File: src/rtl/ram_arbiter_pkg.sv
// Shared types and the round-robin pick helper for ram_arbiter.
package ram_arb_pkg;

  localparam int unsigned MAX_REQ  = 8;
  localparam int unsigned MAX_ID_W = 3;

  typedef enum logic [1:0] {
    IDLE,
    ISSUE,
    WAIT,
    DONE
  } arb_state_e;

  typedef enum logic {
    RAM_OP_RD,
    RAM_OP_WR
  } ram_op_e;

  typedef struct packed {
    logic                valid;
    logic [MAX_ID_W-1:0] idx;
  } rr_pick_t;

  // First set request at or after ptr, wrapping at num_req; ptr = 0 gives fixed priority.
  function automatic rr_pick_t rr_pick(input logic [MAX_REQ-1:0]  req,
                                       input logic [MAX_ID_W-1:0] ptr,
                                       input int unsigned         num_req);
    rr_pick_t    pick;
    int unsigned cand;
    pick = '0;
    for (int unsigned i = 0; i < MAX_REQ; i++) begin
      cand = 32'(ptr) + i;
      if (cand >= num_req) cand = cand - num_req;
      if ((i < num_req) && !pick.valid && req[cand[MAX_ID_W-1:0]]) begin
        pick.valid = 1'b1;
        pick.idx   = cand[MAX_ID_W-1:0];
      end
    end
    return pick;
  endfunction

endpackage

File: src/rtl/ram_arbiter_if.sv
// Requester and ram-side signal bundle for ram_arbiter.
// slave = the arbiter, master = requesters plus the ram.
interface ram_arbiter_if #(
  parameter int unsigned NUM_REQ     = 2,
  parameter int unsigned WORD_WIDTH  = 4,
  parameter int unsigned INDEX_WIDTH = 4,
  parameter int unsigned REQ_ID_W    = (NUM_REQ > 1) ? $clog2(NUM_REQ) : 1
);

  logic [NUM_REQ-1:0]                  req_i;
  logic [NUM_REQ-1:0]                  req_we_i;
  logic [NUM_REQ-1:0][INDEX_WIDTH-1:0] req_index_i;
  logic [NUM_REQ-1:0][WORD_WIDTH-1:0]  req_wdata_i;
  logic [NUM_REQ-1:0]                  req_ack_o;
  logic [WORD_WIDTH-1:0]               req_rdata_o;
  logic                                busy_o;
  logic [REQ_ID_W-1:0]                 gnt_id_o;

  logic                                ram_wr_o;
  logic                                ram_ack_wr_i;
  logic [WORD_WIDTH-1:0]               ram_wr_data_o;
  logic [INDEX_WIDTH-1:0]              ram_wr_index_o;
  logic                                ram_rd_o;
  logic                                ram_ack_rd_i;
  logic [WORD_WIDTH-1:0]               ram_rd_data_i;
  logic [INDEX_WIDTH-1:0]              ram_rd_index_o;

  modport slave (
    input  req_i, req_we_i, req_index_i, req_wdata_i,
    input  ram_ack_wr_i, ram_ack_rd_i, ram_rd_data_i,
    output req_ack_o, req_rdata_o, busy_o, gnt_id_o,
    output ram_wr_o, ram_wr_data_o, ram_wr_index_o, ram_rd_o, ram_rd_index_o
  );

  modport master (
    output req_i, req_we_i, req_index_i, req_wdata_i,
    output ram_ack_wr_i, ram_ack_rd_i, ram_rd_data_i,
    input  req_ack_o, req_rdata_o, busy_o, gnt_id_o,
    input  ram_wr_o, ram_wr_data_o, ram_wr_index_o, ram_rd_o, ram_rd_index_o
  );

endinterface

File: src/rtl/ram_arbiter_rr_arbiter.sv
// Combinational winner pick from a request vector and a start pointer.
module rr_arbiter
  import ram_arb_pkg::*;
#(
  parameter int unsigned NUM_REQ  = 2,
  parameter int unsigned REQ_ID_W = 1
) (
  input  logic [NUM_REQ-1:0]  req,
  input  logic [REQ_ID_W-1:0] ptr,
  output logic                gnt_valid_c,
  output logic [REQ_ID_W-1:0] gnt_id_c
);

  rr_pick_t pick;

  // Search from ptr upward with wrap; ids fit REQ_ID_W since NUM_REQ <= 2**REQ_ID_W.
  always_comb begin
    pick        = rr_pick(MAX_REQ'(req), MAX_ID_W'(ptr), NUM_REQ);
    gnt_valid_c = pick.valid;
    gnt_id_c    = REQ_ID_W'(pick.idx);
  end

endmodule

File: src/rtl/ram_arbiter.sv
// Shares one ram between NUM_REQ requesters, one transaction at a time.
// Define RAM_ARB_FIXED_PRIO_EN for fixed priority (lowest index wins)
// instead of round-robin.
module ram_arbiter
  import ram_arb_pkg::*;
#(
  parameter int unsigned NUM_REQ     = 2,
  parameter int unsigned WORD_WIDTH  = 4,
  parameter int unsigned INDEX_WIDTH = 4,
  parameter int unsigned REQ_ID_W    = (NUM_REQ > 1) ? $clog2(NUM_REQ) : 1
) (
  input logic          clk_i,
  input logic          arstn_i,
  ram_arbiter_if.slave bus
);

  arb_state_e             state_q;
  ram_op_e                op_q;
  logic [REQ_ID_W-1:0]    gnt_q;
  logic [NUM_REQ-1:0]     ack_q;
  logic [WORD_WIDTH-1:0]  rdata_q;
  logic                   busy_q;
  logic                   ram_wr_q;
  logic                   ram_rd_q;
  logic [WORD_WIDTH-1:0]  wr_data_q;
  logic [INDEX_WIDTH-1:0] wr_index_q;
  logic [INDEX_WIDTH-1:0] rd_index_q;

  logic [REQ_ID_W-1:0]    ptr_c;
  logic                   pick_valid_c;
  logic [REQ_ID_W-1:0]    pick_id_c;
  logic                   ack_match_c;

`ifdef RAM_ARB_FIXED_PRIO_EN
  assign ptr_c = '0;
`else
  logic [REQ_ID_W-1:0] rr_q;
  assign ptr_c = rr_q;
`endif

  rr_arbiter #(
    .NUM_REQ (NUM_REQ),
    .REQ_ID_W(REQ_ID_W)
  ) u_rr_arbiter (
    .req        (bus.req_i),
    .ptr        (ptr_c),
    .gnt_valid_c(pick_valid_c),
    .gnt_id_c   (pick_id_c)
  );

  // Only the ack of the op in flight completes it; the other ack is ignored.
  assign ack_match_c = (op_q == RAM_OP_WR) ? bus.ram_ack_wr_i : bus.ram_ack_rd_i;

  // Arbitration FSM: latch winner in IDLE, strobe in ISSUE, wait for ack, pulse ack in DONE.
  always_ff @(posedge clk_i or negedge arstn_i) begin
    if (!arstn_i) begin
      state_q    <= IDLE;
      op_q       <= RAM_OP_RD;
      gnt_q      <= '0;
      ack_q      <= '0;
      rdata_q    <= '0;
      busy_q     <= 1'b0;
      ram_wr_q   <= 1'b0;
      ram_rd_q   <= 1'b0;
      wr_data_q  <= '0;
      wr_index_q <= '0;
      rd_index_q <= '0;
`ifndef RAM_ARB_FIXED_PRIO_EN
      rr_q       <= '0;
`endif
    end else begin
      case (state_q)
        IDLE: begin
          if (pick_valid_c) begin
            gnt_q   <= pick_id_c;
            busy_q  <= 1'b1;
            state_q <= ISSUE;
            if (bus.req_we_i[pick_id_c]) begin
              op_q       <= RAM_OP_WR;
              ram_wr_q   <= 1'b1;
              wr_index_q <= bus.req_index_i[pick_id_c];
              wr_data_q  <= bus.req_wdata_i[pick_id_c];
            end else begin
              op_q       <= RAM_OP_RD;
              ram_rd_q   <= 1'b1;
              rd_index_q <= bus.req_index_i[pick_id_c];
            end
          end
        end
        ISSUE: begin
          ram_wr_q <= 1'b0;
          ram_rd_q <= 1'b0;
          state_q  <= WAIT;
        end
        WAIT: begin
          if (ack_match_c) begin
            ack_q[gnt_q] <= 1'b1;
            if (op_q == RAM_OP_RD) rdata_q <= bus.ram_rd_data_i;
`ifndef RAM_ARB_FIXED_PRIO_EN
            if (gnt_q == REQ_ID_W'(NUM_REQ - 1)) rr_q <= '0;
            else                                 rr_q <= gnt_q + REQ_ID_W'(1);
`endif
            state_q <= DONE;
          end
        end
        DONE: begin
          ack_q   <= '0;
          busy_q  <= 1'b0;
          state_q <= IDLE;
        end
        default: state_q <= IDLE;
      endcase
    end
  end

  assign bus.req_ack_o      = ack_q;
  assign bus.req_rdata_o    = rdata_q;
  assign bus.busy_o         = busy_q;
  assign bus.gnt_id_o       = gnt_q;
  assign bus.ram_wr_o       = ram_wr_q;
  assign bus.ram_wr_data_o  = wr_data_q;
  assign bus.ram_wr_index_o = wr_index_q;
  assign bus.ram_rd_o       = ram_rd_q;
  assign bus.ram_rd_index_o = rd_index_q;

endmodule

File: src/flat_wrapper.sv
// flat-port wrapper written by rule: the top's interface ports become plain ports
module ram_arbiter_flat import ram_arb_pkg::*;
#(
  parameter int unsigned NUM_REQ     = 2,
  parameter int unsigned WORD_WIDTH  = 4,
  parameter int unsigned INDEX_WIDTH = 4,
  parameter int unsigned REQ_ID_W    = (NUM_REQ > 1) ? $clog2(NUM_REQ) : 1
)
  (clk_i, arstn_i, bus_req_i, bus_req_we_i, bus_req_index_i, bus_req_wdata_i, bus_ram_ack_wr_i, bus_ram_ack_rd_i, bus_ram_rd_data_i, bus_req_ack_o, bus_req_rdata_o, bus_busy_o, bus_gnt_id_o, bus_ram_wr_o, bus_ram_wr_data_o, bus_ram_wr_index_o, bus_ram_rd_o, bus_ram_rd_index_o);
  ram_arbiter_if #(.NUM_REQ(NUM_REQ), .WORD_WIDTH(WORD_WIDTH), .INDEX_WIDTH(INDEX_WIDTH), .REQ_ID_W(REQ_ID_W)) bus_i ();
  input logic clk_i;
  input logic arstn_i;
  input wire logic [$bits(bus_i.req_i)-1:0] bus_req_i;
  input wire logic [$bits(bus_i.req_we_i)-1:0] bus_req_we_i;
  input wire logic [$bits(bus_i.req_index_i)-1:0] bus_req_index_i;
  input wire logic [$bits(bus_i.req_wdata_i)-1:0] bus_req_wdata_i;
  input wire logic [$bits(bus_i.ram_ack_wr_i)-1:0] bus_ram_ack_wr_i;
  input wire logic [$bits(bus_i.ram_ack_rd_i)-1:0] bus_ram_ack_rd_i;
  input wire logic [$bits(bus_i.ram_rd_data_i)-1:0] bus_ram_rd_data_i;
  output wire logic [$bits(bus_i.req_ack_o)-1:0] bus_req_ack_o;
  output wire logic [$bits(bus_i.req_rdata_o)-1:0] bus_req_rdata_o;
  output wire logic [$bits(bus_i.busy_o)-1:0] bus_busy_o;
  output wire logic [$bits(bus_i.gnt_id_o)-1:0] bus_gnt_id_o;
  output wire logic [$bits(bus_i.ram_wr_o)-1:0] bus_ram_wr_o;
  output wire logic [$bits(bus_i.ram_wr_data_o)-1:0] bus_ram_wr_data_o;
  output wire logic [$bits(bus_i.ram_wr_index_o)-1:0] bus_ram_wr_index_o;
  output wire logic [$bits(bus_i.ram_rd_o)-1:0] bus_ram_rd_o;
  output wire logic [$bits(bus_i.ram_rd_index_o)-1:0] bus_ram_rd_index_o;
  assign bus_i.req_i = bus_req_i;
  assign bus_i.req_we_i = bus_req_we_i;
  assign bus_i.req_index_i = bus_req_index_i;
  assign bus_i.req_wdata_i = bus_req_wdata_i;
  assign bus_i.ram_ack_wr_i = bus_ram_ack_wr_i;
  assign bus_i.ram_ack_rd_i = bus_ram_ack_rd_i;
  assign bus_i.ram_rd_data_i = bus_ram_rd_data_i;
  assign bus_req_ack_o = bus_i.req_ack_o;
  assign bus_req_rdata_o = bus_i.req_rdata_o;
  assign bus_busy_o = bus_i.busy_o;
  assign bus_gnt_id_o = bus_i.gnt_id_o;
  assign bus_ram_wr_o = bus_i.ram_wr_o;
  assign bus_ram_wr_data_o = bus_i.ram_wr_data_o;
  assign bus_ram_wr_index_o = bus_i.ram_wr_index_o;
  assign bus_ram_rd_o = bus_i.ram_rd_o;
  assign bus_ram_rd_index_o = bus_i.ram_rd_index_o;
  ram_arbiter #(.NUM_REQ(NUM_REQ), .WORD_WIDTH(WORD_WIDTH), .INDEX_WIDTH(INDEX_WIDTH), .REQ_ID_W(REQ_ID_W)) u_core (.clk_i(clk_i), .arstn_i(arstn_i), .bus(bus_i));
endmodule
File: config.mk
export PLATFORM = sky130hd
export DESIGN_NAME = ram_arbiter_flat
export DESIGN_NICKNAME = d
export VERILOG_FILES = /design/src/rtl/ram_arbiter_pkg.sv /design/src/rtl/ram_arbiter_if.sv /design/src/rtl/ram_arbiter_rr_arbiter.sv /design/src/rtl/ram_arbiter.sv /design/src/flat_wrapper.sv
export SDC_FILE = /design/constraint.sdc
export NUM_CORES = 1
export LEC_CHECK = 0
export ABC_CLOCK_PERIOD_IN_PS = 2500
export CORE_MARGIN = 2
export CORE_UTILIZATION = 29
export CTS_CLUSTER_SIZE = 24
export DETAILED_ROUTE_END_ITERATION = 8
export RECOVER_POWER = 100
export SLEW_MARGIN = 20
export SYNTH_ARGS = -nofsm -noshare
export SYNTH_HDL_FRONTEND = slang
export SYNTH_HIERARCHICAL = 1
export SYNTH_SLANG_ARGS = --single-unit
File: constraint.sdc
create_clock -name clk_i -period 2.5 [get_ports clk_i]
set_clock_uncertainty 0.15 [all_clocks]
set_input_delay 0.375 -clock clk_i [delete_from_list [all_inputs] [get_ports clk_i]]
set_output_delay 0.375 -clock clk_i [all_outputs]
set_load 0.05 [all_outputs]
After elaboration in Yosys (flattened, before gate mapping)

Cells that the tools add are included.

$add $sub $neg: 4
Bitwise logic cells: 3
Reductions and logical operators: 17
Order comparisons: 7
Equality and inequality tests: 7
Muxes and demuxes: 32

Operator list:

| operator                                                           | number |
|---|---|
| 2-to-1 mux 4 bit                                                   | 6 |
| AND reduction 3 bit                                                | 5 |
| 2-to-1 mux 1 bit                                                   | 13 |
| AND reduction 2 bit                                                | 5 |
| < comparator 3 x 4 -> 1 bit (second input constant)                | 2 |
| one-hot mux 2 bit (4 select lines)                                 | 1 |
| binary-select mux 1 bit (select 3 bit)                             | 2 |
| 2-to-1 mux 2 bit                                                   | 3 |
| 2-to-1 mux 3 bit                                                   | 2 |
| one-hot mux 1 bit (2 select lines)                                 | 3 |
| nonzero test 2 bit                                                 | 3 |
| == test 2 bit (second input constant)                              | 2 |
| < comparator 1 x 2 -> 1 bit (second input constant)                | 2 |
| != test 2 x 1 -> 1 bit (second input constant)                     | 2 |
| != test 2 bit (second input constant)                              | 2 |
| one-hot mux 2 bit (2 select lines)                                 | 1 |
| subtractor 1 x 2 -> 3 bit (second input constant)                  | 1 |
| subtractor 2 x 2 -> 3 bit (second input constant)                  | 1 |
| adder 1 x 1 -> 2 bit (second input constant)                       | 1 |
| == test 2 x 1 -> 1 bit (second input constant)                     | 1 |
| greater-or-equal comparator 1 x 2 -> 1 bit (second input constant) | 1 |
| greater-or-equal comparator 2 bit (second input constant)          | 1 |
| logical AND 1 bit                                                  | 2 |
| logical NOT 2 bit                                                  | 1 |
| 6 further kinds                                                    | 7 |

Flip-flop bits (word level): 26
Word-level logic and storage cells: 82
Output and inout bits: 22
Bits of input ports: 28

Depth between registers and ports, before layout

Gate-level depths: netlist of the first run.

Depth after elaboration: 13
Depth in mapped cells: 6
Mapped depth without buffers: 5

By module

The synthesis of the first run kept the hierarchy.

Modules (own cells, without submodules):

| module      | area an instance (sq um) | cells each | times used | sequential area each (sq um) |
|---|---|---|---|---|
| ram_arbiter | 1362.6                   | 99         | 1          | 650.6 |
| rr_arbiter  | 17.5                     | 3          | 1          | 0.0 |

Worst setup path after synthesis of the first run

Ideal clock, no wire load.

Kind: input to register
From: in bus_req_i[1]
To: reg u_core.wr_data_q[0], in the netlist u_core/bus.ram_wr_data_o[0]
Arrival time: 1.534 ns
Library setup time: 0.125 ns
Path buffers: 1
Required time: 2.225 ns
Setup slack: 0.691 ns
Cell stages on the path: 5
Path through: a21boi_0 > buf_6 > mux2i_4 > nor2_8 > mux2_4

Cells in the longest elaborated chain, start to end: 9
Elaborated cells between the ends (all ways): 13
Those cells by class: mux (10); reduce/logical (3)

RTL lines:

| element                                             | RTL line              | text |
|---|---|---|
| from (decl)                                         | flat_wrapper.sv:13    | `input wire logic [$bits(bus_i.req_i)-1:0] bus_req_i;` |
| binary-select mux 1 bit (select 3 bit)              | ram_arbiter_pkg.sv:34 | `if ((i < num_req) && !pick.valid && req[cand[MAX_ID_W-1:0]]) begin` |
| 2-to-1 mux 1 bit (implied by the code)              | ram_arbiter_pkg.sv:34 |  |
| 2-to-1 mux 4 bit                                    | ram_arbiter_pkg.sv:34 |  |
| logical NOT 1 bit                                   | ram_arbiter_pkg.sv:34 |  |
| logical AND 1 bit                                   | ram_arbiter_pkg.sv:34 |  |
| 2-to-1 mux 4 bit *                                  | ram_arbiter_pkg.sv:34 |  |
| 2-to-1 mux 1 bit (implied by the code) (2 in a row) | ram_arbiter.sv:78     | `if (bus.req_we_i[pick_id_c]) begin` |
| AND reduction 3 bit (no source line)                | --                    |  |
| to (signal assigned)                                | ram_arbiter.sv:82     | `wr_data_q <= bus.req_wdata_i[pick_id_c];` |
| to (decl)                                           | ram_arbiter.sv:25     | `logic [WORD_WIDTH-1:0] wr_data_q;` |

Every way passes the cells marked *; elsewhere a longest branch is shown, timed or not. The select of a mux whose other input is x is not followed.
A chain may end at the register's enable or synchronous reset.

Final worst setup path of the first run

From: in bus_req_i[1]
To: reg u_core.wr_index_q[0], in the netlist u_core/bus.ram_wr_index_o[0]

Cells in the longest elaborated chain, start to end: 9
Elaborated cells between the ends (all ways): 13
Those cells by class: mux (10); reduce/logical (3)

RTL lines:

| element                                             | RTL line              | text |
|---|---|---|
| binary-select mux 1 bit (select 3 bit)              | ram_arbiter_pkg.sv:34 |  |
| 2-to-1 mux 1 bit (implied by the code)              | ram_arbiter_pkg.sv:34 |  |
| 2-to-1 mux 4 bit                                    | ram_arbiter_pkg.sv:34 |  |
| logical NOT 1 bit                                   | ram_arbiter_pkg.sv:34 |  |
| logical AND 1 bit                                   | ram_arbiter_pkg.sv:34 |  |
| 2-to-1 mux 4 bit *                                  | ram_arbiter_pkg.sv:34 |  |
| named net u_core.pick_id_c                          | ram_arbiter.sv:31     | `logic [REQ_ID_W-1:0] pick_id_c;` |
| 2-to-1 mux 1 bit (implied by the code) (2 in a row) | ram_arbiter.sv:78     |  |
| AND reduction 3 bit (no source line)                | --                    |  |
| to (signal assigned)                                | ram_arbiter.sv:81     | `wr_index_q <= bus.req_index_i[pick_id_c];` |
| to (decl)                                           | ram_arbiter.sv:26     | `logic [INDEX_WIDTH-1:0] wr_index_q;` |

Mark *: on every way through the listed nets, which the timed path passes. The rest lies on a longest branch. The select of a mux whose other input is x is not followed.

==> results of run 1 <==
-- metal layers --
layer / global-route usage (%) / vias to the layer above / wire length (µm)
met4: 4.94 / 0 / 38
met5: 0 / - / 0
met2: 16.8 / 42 / 1220
met1: 16.3 / 438 / 1420
li1: - / 467 / -
met3: 2.76 / 4 / 202
-- cells by family after synthesis --
| group | count (synthesis) | share of synthesized area, % |
|---|---|---|
| compound gates | 14 | 7.34 |
| fa+ha+maj | 8 | 7.25 |
| flops | 26 | 47.1 |
| simple gates | 15 | 6.71 |
| mux | 32 | 29.0 |
| buf+inv | 7 | 2.54 |
-- registers in the layout (all words and copies together), names as in the netlist, 2 cells and up --
name                       cells
u_core/bus.ram_rd_index_o      4
u_core/bus.ram_wr_data_o       4
u_core/bus.ram_wr_index_o      4
u_core/bus.req_rdata_o         4
u_core/bus.req_ack_o           2
u_core/state_q                 2
-- power by group --
| group | internal (mW) | switching (mW) |
|---|---|---|
| combinational | 0.628 | 1.02 |
| clock | 0.214 | 0.132 |
| sequential | 0.636 | 0.130 |
| total | 1.48 | 1.28 |
-- how the worst max path moves through the flow --
| stage | slack, ns | cells after the start | to | from |
|---|---|---|---|---|
| floorplan | 0.69 | 5 | u_core/bus.ram_wr_data_o[0]$_DFFE_PN0P_ | bus_req_i[1] |
| finish | 0.26 | 6 | u_core/bus.ram_wr_index_o[0]$_DFFE_PN0P_ | bus_req_i[1] |
| global placement | 0.22 | 6 | u_core/bus.ram_wr_index_o[2]$_DFFE_PN0P_ | bus_req_i[1] |
| CTS | 0.42 | 1 | bus_gnt_id_o | u_core/bus.gnt_id_o$_DFFE_PN0P_ |
| detailed placement | 0.15 | 6 | u_core/bus.ram_wr_data_o[0]$_DFFE_PN0P_ | bus_req_i[1] |
| global route | 0.18 | 6 | u_core/bus.ram_wr_index_o[0]$_DFFE_PN0P_ | bus_req_i[1] |
-- synthesized netlist by cell type --
master      n
nand2_2     1
mux2i_2     1
nor3_1      1
buf_6       1
mux2_4      8
a221o_1     1
o31ai_1     1
or2_1       1
mux2_2     19
a21boi_0    1
a2bb2oi_1   2
nand2_1     3
clkbuf_2    1
nor2b_1     1
inv_1       5
a211oi_2    1
ha_1        8
nor2_2      1
a211oi_1    1
mux2i_1     3
a21oi_1     2
nor2_8      1
and3_1      1
nand2b_1    1
a21oi_2     1
mux2i_4     1
o21ai_0     4
nand3b_1    1
dfrtp_1    26
nor2_1      3
-- layout make-up --
class	count	area share (%)
multi-input cells	69	33.9
flip-flops and latches	26	32.9
repair buffers	51	25.2
well taps	54	3.42
clock buffers	3	2.09
clock inverters	1	1.52
inverters	5	0.949
-- through the flow --
stage | utilization, % | hold WS (ns)
floorplan | - | -0.0706
global placement | 41.6 | 0.322
detailed placement | 41.6 | 0.323
CTS | 43.1 | 0.353
global route | 42.4 | 0.369
finish | 42.4 | 0.342
==> results.sh, run 1 <==
export IMPL_synthToLayoutAreaGrowth_pct=43.3
export IMPL_worstSetupEndpointType="register"
export IMPL_dr_pass1_iters=6
export IMPL_multiInputGateArea_um2=671
export IMPL_period_minus_slack_ns=2.24
export IMPL_initial_utilization_pct=29.6
export IMPL_tns_ns=0
export IMPL_critPathMaxStageDelay_ns=0.47
export IMPL_cts_buffers=3
export IMPL_clk_latency_ns=0.27
export IMPL_cp_num_buf_inv=2
export IMPL_ctsResizeCount=0
export IMPL_hold_buffers=0
export IMPL_place_congestion=0.762
export IMPL_core_um2=4660
export IMPL_dieArea_um2=5330
export IMPL_syn_cell_area_um2=1380
export IMPL_seq_area_frac_synth_pct=47.1
export IMPL_critPathArrivalTime_ns=2.25
export IMPL_drv_cap=0
export IMPL_final_cells=209
export IMPL_fp_dieH_um=73.0
export IMPL_hold_violations=0
export IMPL_critPathMaxFanout=10
export IMPL_reg2reg_setup_slack_ns=0.46
export IMPL_insertedDiodeCount=0
export IMPL_dr_first_iter_drc_count=28
export IMPL_synthesis_nets=138
export IMPL_path_class="in2reg"
export IMPL_setup_viol=0
export IMPL_grt_overflow_total=0
export IMPL_grt_pass1_vias=960
export IMPL_placementRows=25
export IMPL_layout_nets=192
export IMPL_yosys_area_top_type_share_pct=47.1
export IMPL_post_cts_setup_buffer_count=0
export IMPL_synth_area_leaders="dfrtp_1, mux2_2, mux2_4, ha_1, mux2i_1"
export IMPL_required_ns=2.51
export IMPL_synth_cell_types=30
export IMPL_ios=50
export IMPL_min_delay_path_class="reg2reg"
export IMPL_drc=0
export IMPL_grt_pass1_wl_mm=4.68
export IMPL_dpl_cell_area_um2=1940
export IMPL_synth_top_area_cell="dfrtp_1"
export IMPL_routed_wirelength_mm=2.88
export IMPL_r2r_end="u_core/bus.ram_wr_index_o[0]$_DFFE_PN0P_"
export IMPL_rr_worst_depth=6
export IMPL_via_per_inst=4.55
export IMPL_grt_setup_unrepaired="no"
export IMPL_place_inst=205
export IMPL_max_slew_worst_pin_slew_ns=1.41
export IMPL_vdd_drop_max_v=0.000527
export IMPL_cts_root_buf="clkbuf_8"
export IMPL_slew_headroom_pct=5.78
export IMPL_final_antenna_net_count=0
export IMPL_powerDensity_nw_per_um2=1390
export IMPL_hold_depth=1
export IMPL_cts_buffer_depth=2
export IMPL_syn_inst=102
export IMPL_max_freq_ghz=0.447
export IMPL_grt_antenna_before_repair=0
export IMPL_power_leakage_nw=0.841
export IMPL_grt_use_total_pct=11.6
export IMPL_crit_chain="clkdlybuf4s50_1 > a21boi_0 > clkbuf_2 > mux2i_4 > nor2_4 > mux2_1"
export IMPL_route_vias_total=951
export IMPL_path_delay_family="buffers and inverters"
export IMPL_min_to="u_core/bus.ram_wr_index_o[2]$_DFFE_PN0P_"
export IMPL_hpwlAfterDp_mm=2.23
export IMPL_avgRoutedWirePerCell_um=13.8
export IMPL_timing_final_ws_setup_ns=0.262
export IMPL_yosys_register_bits=26
export IMPL_pre_cts_ws_ns=0.154
export IMPL_period_share_pct=89.5
export IMPL_cts_max_level=1
export IMPL_final_cell_mix="clkdlybuf4s50_1, dfrtp_1, dlygate4sd3_1"
export IMPL_layout_drive_gt1_share_pct=20.6
export IMPL_regArea_um2=651
export IMPL_drv_slew=0
export IMPL_status="complete, no violations"
export IMPL_clkSinkCount=26
export IMPL_io_buffers=49
export IMPL_grt_max_degree=27
export IMPL_fin_area_um2=1980
export IMPL_clk_pin_slew_ns=0.09
export IMPL_die_w_um=73.0
export IMPL_min_from="u_core/bus.ram_wr_index_o[2]$_DFFE_PN0P_"
export IMPL_fillerInstances=436
export IMPL_cp_start_kind="input port"
export IMPL_critPathSlowestCell="clkdlybuf4s50_1"
export IMPL_syn_mean_instance_area_um2=13.5
export IMPL_cts_tree="done"
export IMPL_yosysWarnings=6
export IMPL_total_power_mw=2.76
export IMPL_r2r_start="u_core/ptr_c$_DFFE_PN0P_"
(Power assumes the default switching activity.)
==> inputs of run 2 (changes only) <==
--- a/config.mk
+++ b/config.mk
@@ -5,6 +5,7 @@
 export SDC_FILE = /design/constraint.sdc
 export NUM_CORES = 1
 export LEC_CHECK = 0
+export ABC_AREA = 1
 export ABC_CLOCK_PERIOD_IN_PS = 2500
 export CORE_MARGIN = 2
 export CORE_UTILIZATION = 29
==> run 2 against run 1 <==
  * Hold slack got worse by 0.020 ns
  * Global-route usage rose by 0.74 points
  * Power fell by 9.1%
  * Non-clock buffer count rose by 2
  * Synthesized cell count rose by 67%
  * Via count rose by 30%
  * Routed wire length rose by 12%
  * Register-to-register slack improved by 0.19 ns
==> results.sh, run 2 <==
export IMPL_status="complete, no violations"
export IMPL_fp_dieH_um=73.4
export IMPL_r2r_start="u_core/ptr_c$_DFFE_PN0P_"
export IMPL_avgRoutedWirePerCell_um=11.6
export IMPL_cts_tree="done"
export IMPL_insertedDiodeCount=0
export IMPL_grt_pass1_wl_mm=5.18
export IMPL_whs_ns=0.322
export IMPL_critPathMaxFanout=12
export IMPL_synth_compound_area_share_pct=12.3
export IMPL_cts_max_level=1
export IMPL_r2r_end="u_core/bus.ram_wr_data_o[2]$_DFFE_PN0P_"
export IMPL_clk_pin_slew_ns=0.09
export IMPL_die_w_um=73.4
export IMPL_placementRows=25
export IMPL_vdd_drop_max_v=0.000387
export IMPL_final_cell_mix="nand2_1, clkdlybuf4s50_1, dfrtp_1"
export IMPL_route_vias_total=1239
export IMPL_initial_utilization_pct=29.8
export IMPL_grt_max_degree=27
export IMPL_dpl_cell_area_um2=1950
export IMPL_setup_viol=0
export IMPL_slew_headroom_pct=4.61
export IMPL_period_minus_slack_ns=2.16
export IMPL_place_congestion=0.750
export IMPL_clkSinkCount=26
export IMPL_synth_simple_area_share_pct=26.1
export IMPL_critPathSlowestCell="dlygate4sd3_1"
export IMPL_final_antenna_net_count=0
export IMPL_grt_antenna_before_repair=0
export IMPL_synth_fa_ha_area_share_pct=7.16
export IMPL_ios=50
export IMPL_hpwlAfterDp_mm=2.50
export IMPL_path_class="in2reg"
export IMPL_cts_root_buf="clkbuf_8"
export IMPL_synth_top_area_cell="dfrtp_1"
export IMPL_total_power_mw=2.50
export IMPL_async_reset_ff_share_pct=100
export IMPL_drv_cap=0
export IMPL_rr_worst_depth=8
export IMPL_synthToLayoutAreaGrowth_pct=42.2
export IMPL_post_cts_setup_buffer_count=0
export IMPL_required_ns=2.50
export IMPL_max_freq_ghz=0.464
export IMPL_hold_buffers=0
export IMPL_synth_edff_count=0
export IMPL_synth_area_leaders="dfrtp_1, nand2_1, ha_1, o21ai_0, inv_1"
export IMPL_ctsResizeCount=0
export IMPL_timing_final_ws_setup_ns=0.345
export IMPL_min_from="u_core/bus.ram_wr_index_o[3]$_DFFE_PN0P_"
export IMPL_grt_use_total_pct=12.3
export IMPL_critPathArrivalTime_ns=2.15
export IMPL_min_delay_path_class="reg2reg"
export IMPL_min_to="u_core/bus.ram_wr_index_o[3]$_DFFE_PN0P_"
export IMPL_seq_area_frac_synth_pct=46.6
export IMPL_drc=0
export IMPL_syn_cell_area_um2=1400
export IMPL_cp_num_buf_inv=3
export IMPL_period_share_pct=86.2
export IMPL_syn_mean_instance_area_um2=8.22
export IMPL_layout_nets=260
export IMPL_hold_violations=0
export IMPL_critPathMaxStageDelay_ns=0.56
export IMPL_synth_cell_types=21
export IMPL_grt_pass1_vias=1179
export IMPL_crit_chain="dlygate4sd3_1 > inv_1 > a21oi_1 > clkbuf_1 > nand2_2 > o21ai_2 > nand3_4 > nand2_1 > o21ai_0"
export IMPL_power_leakage_nw=0.987
export IMPL_worstSetupEndpointType="register"
export IMPL_drv_slew=0
export IMPL_syn_inst=170
export IMPL_layout_drive_gt1_share_pct=7.62
export IMPL_powerDensity_nw_per_um2=1260
export IMPL_core_um2=4690
export IMPL_cts_buffers=3
export IMPL_synth_xor_area_share_pct=0
export IMPL_reg2reg_setup_slack_ns=0.65
export IMPL_fin_area_um2=1990
export IMPL_clk_latency_ns=0.26
export IMPL_ys_top_cells_by_count="nand2_1, dfrtp_1, inv_1"
export IMPL_synthesis_nets=206
export IMPL_cts_buffer_depth=2
export IMPL_path_delay_family="buffers and inverters"
export IMPL_tns_ns=0
export IMPL_max_slew_worst_pin_slew_ns=1.43
export IMPL_synth_area_mux_share_pct=0
export IMPL_pre_cts_ws_ns=0.372
export IMPL_yosys_area_top_type_share_pct=46.6
export IMPL_synthFlopType="dfrtp_1"
export IMPL_dieArea_um2=5390
export IMPL_grt_setup_unrepaired="no"
export IMPL_yosys_register_bits=26
export IMPL_yosysWarnings=6
export IMPL_routed_wirelength_mm=3.21
export IMPL_dr_first_iter_drc_count=153
export IMPL_io_buffers=49
export IMPL_final_common_cell="nand2_1"
export IMPL_hold_depth=2
export IMPL_via_per_inst=4.47
export IMPL_cp_start_kind="input port"
export IMPL_dr_pass1_iters=4
export IMPL_grt_overflow_total=0
export IMPL_yosysMostFrequentCell="nand2_1"
export IMPL_synth_top_family_by_area="simple AND/OR/NAND/NOR gates"
==> run 2: cell count changes after synthesis, sizes merged, moves of 3 or more <==
| cell | change |
|---|---|
| mux2i | -5 |
| or2 | +4 |
| o21ai | +23 |
| inv | +15 |
| buf | +3 |
| nand3 | +7 |
| nand2 | +60 |
| nand4 | +4 |
| mux2 | -27 |
==> run 2: logic make-up after synthesis <==
kind of cell	Yosys count
adders and majority gates	8
and+or+nand+nor	83
AOI/OAI and AO/OA	29
buffers and inverters	24
DFF	26
==> run 2: where the power goes <==
group	internal, mW	switching [mW]
registers	0.618	0.121
clock network	0.140	0.125
logic	0.470	1.03
total	1.23	1.28
==> run 2: worst min-delay path, stage by stage (launching register included) <==
cell and delay, ns:
dfrtp_1 0.35, nand2_1 0.05, nand2_1 0.05
==> run 2: layer usage <==
| layer | GRT usage, % | vias up | part of all wire, % |
|---|---|---|---|
| met5 | 0 | - | 0 |
| met4 | 3.84 | 0 | 1.2 |
| met3 | 2.33 | 4 | 6.6 |
| met2 | 21.3 | 38 | 46 |
| met1 | 15.4 | 555 | 46 |
| li1 | - | 642 | - |
==> run 2: area by class of cell <==
type	count	area [µm²]
fillers	472	2710
flip-flops and latches	26	651
multi-input cells	120	623
repair buffers	53	513
inverters	20	77.6
well taps	54	67.6
clock buffers	4	55.1
==> run 2: how the worst max path moves through the flow <==
stage,slack (ns),to,start,cells after the start
4_1_cts,0.46,bus_gnt_id_o,u_core/bus.gnt_id_o$_DFFE_PN0P_,1
3_5_place_dp,0.37,u_core/bus.ram_wr_data_o[2]$_DFFE_PN0P_,bus_req_i[1],9
2_1_floorplan,0.90,u_core/bus.ram_wr_data_o[0]$_DFFE_PN0P_,bus_req_i[1],8
6_report,0.34,u_core/bus.ram_wr_data_o[2]$_DFFE_PN0P_,bus_req_i[1],9
3_3_place_gp,0.44,u_core/bus.ram_wr_data_o[1]$_DFFE_PN0P_,bus_req_i[1],9
5_1_grt,0.22,u_core/bus.ram_wr_data_o[2]$_DFFE_PN0P_,bus_req_i[1],9
==> run 2: through the flow <==
step / util, % / std cells
6_report: 42.3 / 277
4_1_cts: 42.8 / 277
3_5_place_dp: 41.6 / 273
3_3_place_gp: 41.6 / 273
2_1_floorplan: - / 170
5_1_grt: 42.3 / 277
